<file path="config.mk">
export PLATFORM = sky130hd
export DESIGN_NAME = rgb_to_yuv_encoder_flat
export DESIGN_NICKNAME = d
export VERILOG_FILES = /design/src/rtl/rgb_to_yuv_encoder_if.sv /design/src/rtl/rgb_to_yuv_encoder.sv /design/src/flat_wrapper.sv
export SDC_FILE = /design/constraint.sdc
export NUM_CORES = 1
export LEC_CHECK = 0
export BUFFER_PORTS_ARGS = -buffer_cell sky130_fd_sc_hd__buf_4
export CORE_UTILIZATION = 55
export DETAILED_ROUTE_END_ITERATION = 8
export PLACE_DENSITY = 0.71
export RECOVER_POWER = 25
export SLEW_MARGIN = 20
export SYNTH_ARGS = -nofsm -noshare
export SYNTH_HDL_FRONTEND = slang
export SYNTH_SLANG_ARGS = --single-unit
export TNS_END_PERCENT = 30
</file>
<file path="constraint.sdc">
create_clock -name Clock -period 10.4 [get_ports Clock]
set_clock_uncertainty 0.1 [all_clocks]
set_input_delay 2.08 -clock Clock [delete_from_list [all_inputs] [get_ports Clock]]
set_output_delay 2.08 -clock Clock [all_outputs]
set_load 0.01 [all_outputs]
</file>
<file path="src/rtl/rgb_to_yuv_encoder_if.sv">
// -----------------------------------------------------------------------------
// rgb_to_yuv_encoder_if
//   Groups the frame-encoder handshake (start/done) with the shared 16-bit
//   SRAM port.
//
//   Signals
//     start            one-cycle pulse that launches a frame
//     done             one-cycle pulse at frame end
//     SRAM_read_data   16-bit read bus returned by the SRAM
//     SRAM_address     18-bit word address
//     SRAM_write_data  16-bit write data
//     SRAM_we_n        active-low write enable
//
//   Modports
//     master  the encoder (drives address / write data / we_n / done)
//     slave   the SRAM plus top-level controller side
// -----------------------------------------------------------------------------
interface rgb_to_yuv_encoder_if;
  logic        start;
  logic        done;
  logic [15:0] SRAM_read_data;
  logic [17:0] SRAM_address;
  logic [15:0] SRAM_write_data;
  logic        SRAM_we_n;

  modport master (
    input  start,
    input  SRAM_read_data,
    output done,
    output SRAM_address,
    output SRAM_write_data,
    output SRAM_we_n
  );

  modport slave (
    output start,
    output SRAM_read_data,
    input  done,
    input  SRAM_address,
    input  SRAM_write_data,
    input  SRAM_we_n
  );
endinterface

</file>
<file path="src/rtl/rgb_to_yuv_encoder.sv">
// -----------------------------------------------------------------------------
// rgb_to_yuv_encoder
//   Reads an interleaved 8-bit RGB frame from SRAM, converts each pixel to
//   YUV with fixed-point arithmetic and writes packed Y, U and V planes back
//   in the layout the decoder consumes. U/V are kept for even columns only.
//
//   Work unit is a group of 4 pixels, 20 cycles per group:
//     RD0..RD5   issue 6 RGB word reads
//     CAP0..CAP1 drain the 2-cycle SRAM read pipeline
//     MAC0..MAC7 one sample per cycle: Y0 Y1 Y2 Y3 U0 U2 V0 V2
//     WR0..WR3   write {Y1,Y0}, {Y3,Y2}, {U2,U0}, {V2,V0}
//
//   Ports
//     Clock   system clock
//     resetn  asynchronous active-low reset
//     bus     handshake + SRAM port (master side)
// -----------------------------------------------------------------------------
module rgb_to_yuv_encoder #(
  parameter int          IMG_WIDTH  = 320,
  parameter int          IMG_HEIGHT = 240,
  parameter logic [17:0] Y_BASE     = 18'd0,
  parameter logic [17:0] U_BASE     = 18'd38400,
  parameter logic [17:0] V_BASE     = 18'd57600,
  parameter logic [17:0] RGB_BASE   = 18'd146944
) (
  input logic                  Clock,
  input logic                  resetn,
  rgb_to_yuv_encoder_if.master bus
);

  localparam int NUM_GROUPS = IMG_WIDTH * IMG_HEIGHT / 4;
  localparam int GW         = (NUM_GROUPS > 1) ? $clog2(NUM_GROUPS) : 1;
  localparam logic [GW-1:0] LAST_GROUP = GW'(NUM_GROUPS - 1);

  typedef enum logic [4:0] {
    IDLE,
    RD0, RD1, RD2, RD3, RD4, RD5,
    CAP0, CAP1,
    MAC0, MAC1, MAC2, MAC3, MAC4, MAC5, MAC6, MAC7,
    WR0, WR1, WR2, WR3,
    DONE
  } state_t;

  state_t       state_reg;
  logic [GW-1:0] group_reg;
  logic [17:0]  rgb_ptr_reg;     // next RGB word address to read
  logic [17:0]  addr_reg;
  logic [15:0]  wdata_reg;
  logic         we_n_reg;
  logic         done_reg;
  logic [15:0]  words_reg   [6]; // raw RGB words of the current group
  logic [7:0]   samples_reg [8]; // Y0 Y1 Y2 Y3 U0 U2 V0 V2

  logic [17:0]  group_ext;
  assign group_ext = 18'(group_reg);

  // ---------------------------------------------------------------------------
  // Unpack the 6 captured words into per-pixel R/G/B. Each pixel pair occupies
  // three words: {G0,R0}, {R1,B0}, {B1,G1}.
  // ---------------------------------------------------------------------------
  logic [7:0] pix_r [4];
  logic [7:0] pix_g [4];
  logic [7:0] pix_b [4];

  genvar gi;
  generate
    for (gi = 0; gi < 2; gi++) begin : g_pair
      assign pix_r[2*gi]   = words_reg[3*gi][7:0];
      assign pix_g[2*gi]   = words_reg[3*gi][15:8];
      assign pix_b[2*gi]   = words_reg[3*gi+1][7:0];
      assign pix_r[2*gi+1] = words_reg[3*gi+1][15:8];
      assign pix_g[2*gi+1] = words_reg[3*gi+2][7:0];
      assign pix_b[2*gi+1] = words_reg[3*gi+2][15:8];
    end
  endgenerate

  // ---------------------------------------------------------------------------
  // State decode for the datapath side effects.
  // ---------------------------------------------------------------------------
  logic       capture_en;
  logic       mac_en;
  logic [2:0] mac_step;

  always_comb begin
    capture_en = 1'b0;
    mac_en     = 1'b0;
    mac_step   = 3'd0;
    case (state_reg)
      RD2, RD3, RD4, RD5, CAP0, CAP1: capture_en = 1'b1;
      MAC0: begin mac_en = 1'b1; mac_step = 3'd0; end
      MAC1: begin mac_en = 1'b1; mac_step = 3'd1; end
      MAC2: begin mac_en = 1'b1; mac_step = 3'd2; end
      MAC3: begin mac_en = 1'b1; mac_step = 3'd3; end
      MAC4: begin mac_en = 1'b1; mac_step = 3'd4; end
      MAC5: begin mac_en = 1'b1; mac_step = 3'd5; end
      MAC6: begin mac_en = 1'b1; mac_step = 3'd6; end
      MAC7: begin mac_en = 1'b1; mac_step = 3'd7; end
      default: ;
    endcase
  end

  // ---------------------------------------------------------------------------
  // Shared three-multiplier MAC. Steps 0..3 are Y of pixels 0..3; steps 4..7
  // alternate pixel 0 / pixel 2 for U then V (odd pixels simply dropped).
  // ---------------------------------------------------------------------------
  logic [1:0]         mac_pix;
  logic signed [31:0] coef_r, coef_g, coef_b, offset;
  logic signed [31:0] r_s, g_s, b_s, acc, acc_sh;
  logic [7:0]         sample_next;

  always_comb begin
    mac_pix = mac_step[2] ? {mac_step[0], 1'b0} : mac_step[1:0];
    r_s     = {24'd0, pix_r[mac_pix]};
    g_s     = {24'd0, pix_g[mac_pix]};
    b_s     = {24'd0, pix_b[mac_pix]};
    case (mac_step[2:1])
      2'b10: begin
        coef_r = -32'sd9699;  coef_g = -32'sd19071; coef_b = 32'sd28770;
        offset = 32'sd8421376;
      end
      2'b11: begin
        coef_r = 32'sd28770;  coef_g = -32'sd24117; coef_b = -32'sd4653;
        offset = 32'sd8421376;
      end
      default: begin
        coef_r = 32'sd16843;  coef_g = 32'sd33030;  coef_b = 32'sd6423;
        offset = 32'sd1081344;
      end
    endcase
    acc    = coef_r * r_s + coef_g * g_s + coef_b * b_s + offset;
    acc_sh = acc >>> 16;
    if (acc_sh < 32'sd0)
      sample_next = 8'd0;
    else if (acc_sh > 32'sd255)
      sample_next = 8'd255;
    else
      sample_next = acc_sh[7:0];
  end

  // ---------------------------------------------------------------------------
  // FSM with registered SRAM outputs. Address and write data are loaded on the
  // edge that enters the state in which they must be visible.
  // ---------------------------------------------------------------------------
  always_ff @(posedge Clock or negedge resetn) begin
    if (!resetn) begin
      state_reg   <= IDLE;
      group_reg   <= '0;
      rgb_ptr_reg <= '0;
      addr_reg    <= '0;
      wdata_reg   <= '0;
      we_n_reg    <= 1'b1;
      done_reg    <= 1'b0;
      for (int i = 0; i < 6; i++) words_reg[i] <= '0;
      for (int i = 0; i < 8; i++) samples_reg[i] <= '0;
    end else begin
      done_reg <= 1'b0;
      we_n_reg <= 1'b1;

      case (state_reg)
        IDLE: begin
          if (bus.start) begin
            state_reg   <= RD0;
            group_reg   <= '0;
            addr_reg    <= RGB_BASE;
            rgb_ptr_reg <= RGB_BASE + 18'd1;
          end
        end
        RD0, RD1, RD2, RD3, RD4: begin
          case (state_reg)
            RD0:     state_reg <= RD1;
            RD1:     state_reg <= RD2;
            RD2:     state_reg <= RD3;
            RD3:     state_reg <= RD4;
            default: state_reg <= RD5;
          endcase
          addr_reg    <= rgb_ptr_reg;
          rgb_ptr_reg <= rgb_ptr_reg + 18'd1;
        end
        RD5:  state_reg <= CAP0;
        CAP0: state_reg <= CAP1;
        CAP1: state_reg <= MAC0;
        MAC0: state_reg <= MAC1;
        MAC1: state_reg <= MAC2;
        MAC2: state_reg <= MAC3;
        MAC3: state_reg <= MAC4;
        MAC4: state_reg <= MAC5;
        MAC5: state_reg <= MAC6;
        MAC6: state_reg <= MAC7;
        MAC7: begin
          state_reg <= WR0;
          addr_reg  <= Y_BASE + (group_ext << 1);
          wdata_reg <= {samples_reg[1], samples_reg[0]};
          we_n_reg  <= 1'b0;
        end
        WR0: begin
          state_reg <= WR1;
          addr_reg  <= Y_BASE + (group_ext << 1) + 18'd1;
          wdata_reg <= {samples_reg[3], samples_reg[2]};
          we_n_reg  <= 1'b0;
        end
        WR1: begin
          state_reg <= WR2;
          addr_reg  <= U_BASE + group_ext;
          wdata_reg <= {samples_reg[5], samples_reg[4]};
          we_n_reg  <= 1'b0;
        end
        WR2: begin
          state_reg <= WR3;
          addr_reg  <= V_BASE + group_ext;
          wdata_reg <= {samples_reg[7], samples_reg[6]};
          we_n_reg  <= 1'b0;
        end
        WR3: begin
          if (group_reg == LAST_GROUP) begin
            state_reg <= DONE;
            done_reg  <= 1'b1;
          end else begin
            // rgb_ptr_reg already points at the next group's first word.
            state_reg   <= RD0;
            group_reg   <= group_reg + 1'b1;
            addr_reg    <= rgb_ptr_reg;
            rgb_ptr_reg <= rgb_ptr_reg + 18'd1;
          end
        end
        DONE:    state_reg <= IDLE;  // start is not looked at here
        default: state_reg <= IDLE;
      endcase

      // Read data arrives two cycles after its address; shifting keeps the
      // first captured word in slot 0.
      if (capture_en) begin
        for (int i = 0; i < 5; i++) words_reg[i] <= words_reg[i+1];
        words_reg[5] <= bus.SRAM_read_data;
      end

      if (mac_en) samples_reg[mac_step] <= sample_next;
    end
  end

  assign bus.SRAM_address    = addr_reg;
  assign bus.SRAM_write_data = wdata_reg;
  assign bus.SRAM_we_n       = we_n_reg;
  assign bus.done            = done_reg;

endmodule
</file>
<file path="src/flat_wrapper.sv">
// flat-port wrapper written by rule: the top's interface ports become plain ports
module rgb_to_yuv_encoder_flat 
#(
  parameter int          IMG_WIDTH  = 320,
  parameter int          IMG_HEIGHT = 240,
  parameter logic [17:0] Y_BASE     = 18'd0,
  parameter logic [17:0] U_BASE     = 18'd38400,
  parameter logic [17:0] V_BASE     = 18'd57600,
  parameter logic [17:0] RGB_BASE   = 18'd146944
)
  (Clock, resetn, bus_start, bus_SRAM_read_data, bus_done, bus_SRAM_address, bus_SRAM_write_data, bus_SRAM_we_n);
  rgb_to_yuv_encoder_if bus_i ();
  input logic Clock;
  input logic resetn;
  input wire logic [$bits(bus_i.start)-1:0] bus_start;
  input wire logic [$bits(bus_i.SRAM_read_data)-1:0] bus_SRAM_read_data;
  output wire logic [$bits(bus_i.done)-1:0] bus_done;
  output wire logic [$bits(bus_i.SRAM_address)-1:0] bus_SRAM_address;
  output wire logic [$bits(bus_i.SRAM_write_data)-1:0] bus_SRAM_write_data;
  output wire logic [$bits(bus_i.SRAM_we_n)-1:0] bus_SRAM_we_n;
  assign bus_i.start = bus_start;
  assign bus_i.SRAM_read_data = bus_SRAM_read_data;
  assign bus_done = bus_i.done;
  assign bus_SRAM_address = bus_i.SRAM_address;
  assign bus_SRAM_write_data = bus_i.SRAM_write_data;
  assign bus_SRAM_we_n = bus_i.SRAM_we_n;
  rgb_to_yuv_encoder #(.IMG_WIDTH(IMG_WIDTH), .IMG_HEIGHT(IMG_HEIGHT), .Y_BASE(Y_BASE), .U_BASE(U_BASE), .V_BASE(V_BASE), .RGB_BASE(RGB_BASE)) u_core (.Clock(Clock), .resetn(resetn), .bus(bus_i));
endmodule
</file>
# --- Yosys cells after proc, flatten, opt, wreduce, memory -nomap -nowiden ---
# Index checks and enable logic that the tools add are counted.
totals:
  ff_bits: 234
  input_bits: 19
  out_inout_bits: 36
classes:
  addsub: 8
  multipliers: 3
  n_lt_le_gt_ge: 5
  n_eq_ne: 25
  muxes: 39
  bitwise_logic: 2
  reduce_logical: 14
ops:
  columns: ["op", "n"]
  rows:
  - ["case mux 32 bit (2 select lines)", 3]
  - ["case mux 18 bit (7 select lines)", 1]
  - ["multiplier 32 x 9 -> 32 bit", 3]
  - ["case mux 5 bit (17 select lines)", 1]
  - ["two-way mux 18 bit", 4]
  - ["two-way mux 8 bit", 9]
  - ["adder 32 bit", 2]
  - ["bitwise mux 64 bit", 1]
  - ["case mux 16 bit (4 select lines)", 1]
  - ["case mux 18 bit (3 select lines)", 1]
  - ["binary-select mux 8 bit (select 2 bit)", 3]
  - ["equality test 5 x 4 -> 1 bit, second input constant", 8]
  - ["adder 16 x 15 -> 17 bit, first input constant", 2]
  - ["adder 32 x 25 -> 32 bit", 1]
  - ["two-way mux 15 bit", 2]
  - ["case mux 15 bit (2 select lines)", 1]
  - ["equality test 5 bit, second input constant", 5]
  - ["demux 8 bit (select 3 bit)", 1]
  - ["two-way mux 24 bit", 1]
  - ["case mux 3 bit (7 select lines)", 1]
  - ["equality test 5 x 3 -> 1 bit, second input constant", 4]
  - ["adder 18 x 1 -> 18 bit, second input constant", 1]
  - ["adder 16 x 1 -> 17 bit, second input constant", 1]
  - ["greater-than comparator 16 x 9 -> 1 bit, second input constant", 1]
  - ["other kinds (28)", 38]

# --- Depth between registers and ports, before layout ---
# Gate-level depths: netlist of the first run.
logic_depth:
  depth_word: 15
  mapped_depth: 38
  depth_no_buf: 33

# --- Worst setup path after synthesis of the first run ---
# Ideal clock, no wire load.
synth_path:
  path_type: "reg2reg"
  from: "register u_core.state_reg[3]"
  to: "register u_core.samples_reg[12] (netlist bit)"
  setup_time_ns: 0.134
  arrival_ns: 8.698
  path_slack_ns: 1.468
  stages_incl_launch_ff: 33
  cell_sequence: "dfrtp_1 buf_4 or3b_1 clkbuf_1 a21oi_4 clkbuf_1 clkbuf_1 nand2_1 nand3_1 o21ai_0 nor2_1 fa_1 fa_1 inv_1 fa_1 fa_1 inv_1 fa_1 fa_1 inv_1 fa_1 inv_1 ha_1 a211oi_1 nor2_1 nor4_1 inv_1 o41ai_2 o31ai_2 a311o_1 clkbuf_1 a2111oi_0 a21oi_1"
synth_via:
  elab_chain_len: 15
synth_rtl:
  columns: ["element", "line", "text"]
  rows:
  - ["start: declaration", "rgb_to_yuv_encoder.sv:44", "state_t state_reg;"]
  - ["start signal: assignment", "rgb_to_yuv_encoder.sv:146", "state_reg <= IDLE;"]
  - ["start signal: assignment", "rgb_to_yuv_encoder.sv:162", "state_reg <= RD0;"]
  - ["start signal: assignment", "rgb_to_yuv_encoder.sv:170", "RD0: state_reg <= RD1;"]
  - ["equality test 5 bit or equality test 5 x 4 -> 1 bit (tied branches)", "rgb_to_yuv_encoder.sv:88", "case (state_reg)"]
  - ["case mux 3 bit (7 select lines)", "rgb_to_yuv_encoder.sv:88", null]
  - ["two-way mux 2 bit", "rgb_to_yuv_encoder.sv:112", "mac_pix = mac_step[2] ? {mac_step[0], 1'b0} : mac_step[1:0];"]
  - ["inverter 2 -> 3 bit (not written as such)", "rgb_to_yuv_encoder.sv:113, rgb_to_yuv_encoder.sv:114, rgb_to_yuv_encoder.sv:115", null]
  - ["binary-select mux 8 bit (select 2 bit), on equally long branches", "rgb_to_yuv_encoder.sv:113, rgb_to_yuv_encoder.sv:114", null]
  - ["two-way mux 8 bit, on equally long branches (2 in a row)", "rgb_to_yuv_encoder.sv:113, rgb_to_yuv_encoder.sv:114", null]
  - ["multiplier 32 x 9 -> 32 bit", "rgb_to_yuv_encoder.sv:130", "acc = coef_r * r_s + coef_g * g_s + coef_b * b_s + offset;"]
  - ["adder 32 bit (2 in a row)", "rgb_to_yuv_encoder.sv:130", null]
  - ["adder 32 x 25 -> 32 bit", "rgb_to_yuv_encoder.sv:130", null]
  - ["greater-than comparator 16 x 9 -> 1 bit", "rgb_to_yuv_encoder.sv:134", "else if (acc_sh > 32'sd255)"]
  - ["two-way mux 8 bit", "rgb_to_yuv_encoder.sv:134", null]
  - ["two-way mux 8 bit", "rgb_to_yuv_encoder.sv:132", "if (acc_sh < 32'sd0)"]
  - ["bitwise mux 64 bit", "rgb_to_yuv_encoder.sv:236", "if (mac_en) samples_reg[mac_step] <= sample_next;"]
  - ["end signal: indexed assignment", "rgb_to_yuv_encoder.sv:236", null]
  - ["end: declaration", "rgb_to_yuv_encoder.sv:52", "logic [7:0] samples_reg [8];"]
# Parallel ways exist; a longest one is shown, timed or not. The select of a mux whose other input is x is not followed.
# A chain may end at the register's enable or synchronous reset.

# --- Final worst setup path of the first run ---
layout_path:
  from: "register u_core.state_reg[4]"
  to: "register u_core.samples_reg[26] (netlist bit)"
# The elaborated chain is that of the path after synthesis.

==> impl_metrics.json, run 1 <==
{
  "vias": 18300,
  "yosys.area_share.xor_xnor": 0.0133,
  "hold_buffers": 0,
  "initial_core_util": 0.562,
  "grt_use_met2": 0.484,
  "wl_mm": 65.0,
  "numCtsBuffers": 24,
  "grt-busiest-layer": "met2",
  "final_nets": 3171,
  "design.core.area_um2": 44600,
  "synth_area_leaders": "fa_1 (28%), dfrtp_1 (23%), ha_1 (9.5%)",
  "syn_nets": 3137,
  "fin_ws_ns": 0.394,
  "fillers": 3733,
  "cts_tree": "done",
  "ys_types": 72,
  "cp.required_ns": 10.69,
  "vdd_drop_max_v": 0.000405,
  "syn_avg_cell_area_um2": 9.72,
  "ys.warnings.count": 0,
  "clockBufferDepth": 3,
  "pre_cts_slack_ns": 0.243,
  "async_reset_ff_frac": 1.00,
  "ys_seq_area_frac": 0.234,
  "grt_max_degree": 96,
  "critPathMaxFanout": 64,
  "yosys.area_share.adder": 0.375,
  "yosysTopAreaCellShare": 0.280,
  "largest_reg_flops": 64,
  "cts_root_buf": "clkbuf_16",
  "power.density_nw_per_um2": 204,
  "grt_pass1_vias": 19600,
  "grt_usage": 0.292,
  "diodes": 0,
  "hold_class": "register to register",
  "dpl.hpwl_mm": 52.1,
  "setup_viol": 0,
  "firstDrtPassIters": 6,
  "synth.largest_area_cell": "fa_1",
  "clkTransAtPathRegs_ns": 0.06,
  "use_met1": 0.403,
  "die_w_um": 215,
  "htree_levels": 1,
  "synthTopCellsByCount": "inv_1 (553), fa_1 (350), nand2_1 (276), dfrtp_1 (233), ha_1 (190)",
  "place.gp.congestion": 0.960,
  "fp-row-count": 77,
  "synth.most_common_cell": "inv_1",
  "final_util": 0.607,
  "status": "completed",
  "criticalPathCategory": "register to register",
  "drt_iter0_drc": 1688,
  "clock_latency_ns": 0.53,
  "grt_first_pass_wirelength_mm": 106,
  "syn2layout_area_growth_pct": 8.07,
  "muxShareOfSynthArea": 0.0898,
  "slew_headroom": 0.253,
  "synth_ff_type": "dfrtp_1",
  "viasPerCell": 5.69,
  "max_freq_mhz": 99.9,
  "synthCells": 2578,
  "antenna_found_initial": 0,
  "die_h_um": 215,
  "drc": 0,
  "drive_gt1_frac": 0.110,
  "leakage_nw": 13.5,
  "ios": 55,
  "grt_overflow_total": 0,
  "portBuffers": 54,
  "slew_violations": 0,
  "fp.dieArea_um2": 46400,
  "hold_ws_ns": 0.375,
  "ant_nets": 0,
  "tightest_slew_ns": 1.12,
  "fin_crit_sh": 0.962,
  "synth-compound-area-share": 0.0826,
  "start_kind": "register",
  "worst_path_max_delay_cell": "fa_1",
  "fin_crit_ns": 10.01,
  "synth_seq_cells": 234,
  "synth-edff-count": 0,
  "syn_area_um2": 25100,
  "synthSimpleGateAreaFrac": 0.107,
  "crit_top_cell": "fa_1",
  "wl_per_cell_um": 20.2,
  "hold_viol": 0,
  "crit_path_end_kind": "register",
  "cp_slowest_stage_delay_ns": 0.71,
  "arrival_ns": 10.30,
  "synth_top_family_by_area": "adder cells",
  "use_met3": 0.0313,
  "cts_sinks": 234,
  "cap_violations": 0
}
-- layout by cell type (no fill, tap or decap), types with 12 or more instances in the layout --
cell type  count
a2111oi_0     24
xor2_1        27
mux2i_1       65
buf_4        104
nor3_1        12
clkbuf_16     25
nand3_1       45
a21oi_1       86
mux4_2        21
a211oi_1      15
a31oi_1       37
a21o_1        16
dfrtp_1      229
nor2_1       160
nand2_1      276
and3_1        20
ha_1         190
o21ai_0       72
fa_1         350
inv_1        553
and2_1        26
mux2_2       100
-- through the flow --
stage	instances	setup TNS [ns]	total power, W	cell area (µm²)
after floorplan	2578	0	0.00350	25100
after global placement	3177	0	0.00453	26300
after detailed placement	3177	0	0.00463	26300
after CTS	3219	0	0.00549	27100
after global routing	3220	-0.00229	0.00598	27100
final	3220	0	0.00552	27100
-- logic make-up (layout without fill, tap and decap cells) --
family,after synthesis,after routing
fa+ha+maj,540,540
buf+inv,655,705
compound gates,321,321
mux,186,186
xor+xnor,38,38
flops,234,234
simple gates,604,604
-- worst max-delay path, delay by kind of cell, from the launching register on --
family	cells	cell delay, ns
AOI/OAI and AO/OA	7	1.58
and+or+nand+nor	4	1.40
adders and majority gates	8	4.17
muxes	1	0.67
xor gates and xnor gates	1	0.13
DFF	1	0.53
buffers and inverters	7	1.18
-- where the power goes --
group / internal, W / switching, W / total, W
clock: 0.000478 / 0.000358 / 0.000836
sequential: 0.00109 / 0.000109 / 0.00120
combinational: 0.00129 / 0.00220 / 0.00349
-- worst paths after layout --
path,to,slack (ns),depth (start not counted),from
hold reg to reg,u_core.bus.SRAM_write_data[3]$_DFFE_PN0N_,0.37,2,u_core.bus.SRAM_write_data[3]$_DFFE_PN0N_
min in group asynchronous,u_core.pix_b[1]$_DFFE_PN0P_,1.48,1,resetn
setup / recovery,u_core.samples_reg[26]$_DFFE_PN0P_,0.39,28,u_core.state_reg[4]$_DFFE_PN0P_
hold / removal,u_core.bus.SRAM_write_data[3]$_DFFE_PN0N_,0.37,2,u_core.bus.SRAM_write_data[3]$_DFFE_PN0N_
max in group asynchronous,u_core.samples_reg[8]$_DFFE_PN0P_,7.51,2,resetn
setup reg to reg,u_core.samples_reg[26]$_DFFE_PN0P_,0.39,28,u_core.state_reg[4]$_DFFE_PN0P_
-- metal layers --
layer | part of all wire | vias to the layer above
met5 | 0 | -
met4 | 0.031 | 0
met3 | 0.063 | 104
met2 | 0.48 | 631
met1 | 0.43 | 9305
li1 | - | 8286
-- final cells by class --
type                            count  area (µm²)  area share
Multi-Input combinational cell   1689       16800       0.620
Clock inverter                      4        30.0     0.00111
Tap cell                          592         741      0.0274
Timing Repair Buffer              109         858      0.0317
Sequential cell                   234        5860       0.216
Clock buffer                       38         724      0.0268
Inverter                          554        2080      0.0768
-- repair_timing --
action / CTS / global route
buffers inserted: 0 / 1
resized for setup: 0 / 7
endpoints found under the setup margin: 0 / 64
Note: power is estimated with default switching activity, not from simulation.
==> inputs of run 2 (changes only) <==
--- a/config.mk
+++ b/config.mk
@@ -5,6 +5,7 @@
 export SDC_FILE = /design/constraint.sdc
 export NUM_CORES = 1
 export LEC_CHECK = 0
+export ABC_AREA = 1
 export BUFFER_PORTS_ARGS = -buffer_cell sky130_fd_sc_hd__buf_4
 export CORE_UTILIZATION = 55
 export DETAILED_ROUTE_END_ITERATION = 8
==> run 2 against run 1 <==
Net effect:
- the flow now finishes with violations (capacitance limit, slew limit)
- sequential cell count unchanged
- via count rose by 3.2%
- routed wire length increased by 2.1%
- critical endpoint is now u_core.samples_reg[57]$_DFFE_PN0P_
==> impl_metrics.json, run 2 <==
{
  "status": "complete, but fails checks",
  "violations": "capacitance limit, slew limit",
  "synth_seq_cells": 234,
  "vias": 18900,
  "ios": 55,
  "cap_violations": 1,
  "criticalPathCategory": "register to register",
  "fp-row-count": 76,
  "reg2reg_setup_slack_ns": 0.57,
  "syn_nets": 3394,
  "wl_per_cell_um": 19.1,
  "viasPerCell": 5.44,
  "cpLargestDelayFamily": "adder cells",
  "initial_core_util": 0.561,
  "grt_usage": 0.312,
  "arrival_ns": 10.15,
  "wl_mm": 66.4,
  "ys_types": 55,
  "crit_top_cell": "fa_1",
  "grt_max_degree": 109,
  "clock_latency_ns": 0.54,
  "drc": 0,
  "synth_ff_type": "dfrtp_1",
  "start_kind": "register",
  "cts_root_buf": "clkbuf_16",
  "yosysTopAreaCellShare": 0.288,
  "clkTransAtPathRegs_ns": 0.06,
  "final_common_cell": "inv_1",
  "firstDrtPassIters": 6,
  "syn2layout_area_growth_pct": 7.73,
  "syn_avg_cell_area_um2": 8.58,
  "synth_area_leaders": "fa_1 (29%), dfrtp_1 (24%), inv_1 (11%)",
  "fin_crit_ns": 9.83,
  "setup_viol": 0,
  "htree_levels": 1,
  "grt_pass1_vias": 19700,
  "tightest_slew_ns": 5.89,
  "grt_first_pass_wirelength_mm": 107,
  "ant_nets": 0,
  "synth-edff-count": 0,
  "worst_path_max_delay_cell": "fa_1",
  "ys.warnings.count": 0,
  "hold_viol": 0,
  "cts_sinks": 234,
  "slew_violations": 109,
  "fp.dieArea_um2": 45100,
  "die_w_um": 212,
  "final_nets": 3433,
  "drt_iter0_drc": 1579,
  "synth.most_common_cell": "inv_1",
  "drive_gt1_frac": 0.0650,
  "syn_area_um2": 24300,
  "largest_reg_flops": 64,
  "hold_class": "register to register",
  "slew_headroom": -2.93,
  "grt_overflow_total": 0,
  "finalSetupTns_ns": 0,
  "ys_seq_area_frac": 0.241,
  "cp_slowest_stage_delay_ns": 0.68,
  "portBuffers": 54,
  "cp.required_ns": 10.72,
  "dpl.hpwl_mm": 53.5,
  "async_reset_ff_frac": 1.00,
  "grt_setup_unrepaired": "false",
  "path_buf_inv": 6,
  "fin_crit_sh": 0.945,
  "max_freq_mhz": 102,
  "antenna_found_initial": 0,
  "synth.largest_area_cell": "fa_1",
  "synthCells": 2835,
  "numCtsBuffers": 24,
  "design.core.area_um2": 43400,
  "clockBufferDepth": 3,
  "crit_path_end_kind": "register",
  "critPathMaxFanout": 18,
  "place.gp.congestion": 0.989,
  "synthTopCellsByCount": "inv_1 (697), nand2_1 (444), fa_1 (350), nor2_1 (234), dfrtp_1 (233)",
  "die_h_um": 212,
  "cts_tree": "done",
  "final_cell_mix": "inv_1 (696), nand2_1 (445), fa_1 (350), dfrtp_1 (233), nor2_1 (232)",
  "diodes": 0
}
==> run 2: cell count changes after synthesis, moves of 65 or more <==
cell / previous run / this run
o21ai_0: 73 / 141
nor2_1: 162 / 234
inv_1: 553 / 697
mux2i_1: 65 / 0
nand2_1: 276 / 444
mux2_2: 100 / 2
==> run 2: final timing paths <==
kind,start,end,depth (start not counted)
max,u_core.state_reg[4]$_DFFE_PN0P_,u_core.samples_reg[57]$_DFFE_PN0P_,34
min,u_core.bus.SRAM_address[14]$_DFFE_PN0P_,u_core.bus.SRAM_address[14]$_DFFE_PN0P_,2
max reg2reg,u_core.state_reg[4]$_DFFE_PN0P_,u_core.samples_reg[57]$_DFFE_PN0P_,34
min reg2reg,u_core.bus.SRAM_address[14]$_DFFE_PN0P_,u_core.bus.SRAM_address[14]$_DFFE_PN0P_,2
max in group asynchronous,resetn,u_core.samples_reg[51]$_DFFE_PN0P_,1
min in group asynchronous,resetn,u_core.pix_r[22]$_DFFE_PN0P_,1
==> run 2: final cells by class <==
class | count | area (µm²)
clock buffer | 30 | 664
clock inverter | 13 | 154
fill | 3904 | 17200
inverter | 712 | 2680
multi-input combinational | 1819 | 15500
sequential | 234 | 5860
tap | 585 | 732
timing repair buffer | 83 | 619
==> run 2: repair_timing <==
item,CTS,global route
resized for setup,0,2
setup endpoints to repair,0,64
setup buffers,0,0
endpoints found under the hold margin,0,0
hold buffers,0,0
==> run 2: through the flow <==
stage	hold slack (ns)	cells	area, µm²	utilization	setup WS [ns]
6_report	0.371	3476	26200	0.604	0.571
5_1_grt	0.395	3476	26200	0.604	0.0694
4_1_cts	0.375	3476	26200	0.604	0.500
3_5_place_dp	0.362	3433	25400	0.585	0.575
3_3_place_gp	0.364	3433	25400	0.585	0.692
2_1_floorplan	0.349	2835	24300	-	2.25
==> run 2: cell families (layout without fill, tap and decap cells) <==
group / Yosys count / count (layout) / share of synthesized area
buffers and inverters: 782 / 838 / 0.123
AO/OA/AOI/OAI: 369 / 369 / 0.0842
flip-flops: 234 / 234 / 0.241
multiplexers: 2 / 2 / 0.000926
adder cells (fa/ha/maj): 540 / 540 / 0.386
AND/OR/NAND/NOR: 894 / 894 / 0.159
XOR/XNOR: 14 / 14 / 0.00581
==> run 2: layer usage <==
| layer | up-vias | part of all wire | global-route usage |
|---|---|---|---|
| met3 | 117 | 0.088 | 0.0672 |
| li1 | 8736 | - | - |
| met4 | 0 | 0.031 | 0.0950 |
| met5 | - | 0 | 0 |
| met1 | 9315 | 0.42 | 0.425 |
| met2 | 744 | 0.46 | 0.501 |
==> run 2: tightest hold or removal path: stages, from the launching register on <==
cell and delay [ns]:
dfrtp_1 0.34, nand2_1 0.05, nand2_1 0.05
Power of run 2 is left out: the tool's default activity adds up to more than one toggle a clock period on the data nets, which glitch-free logic cannot reach.
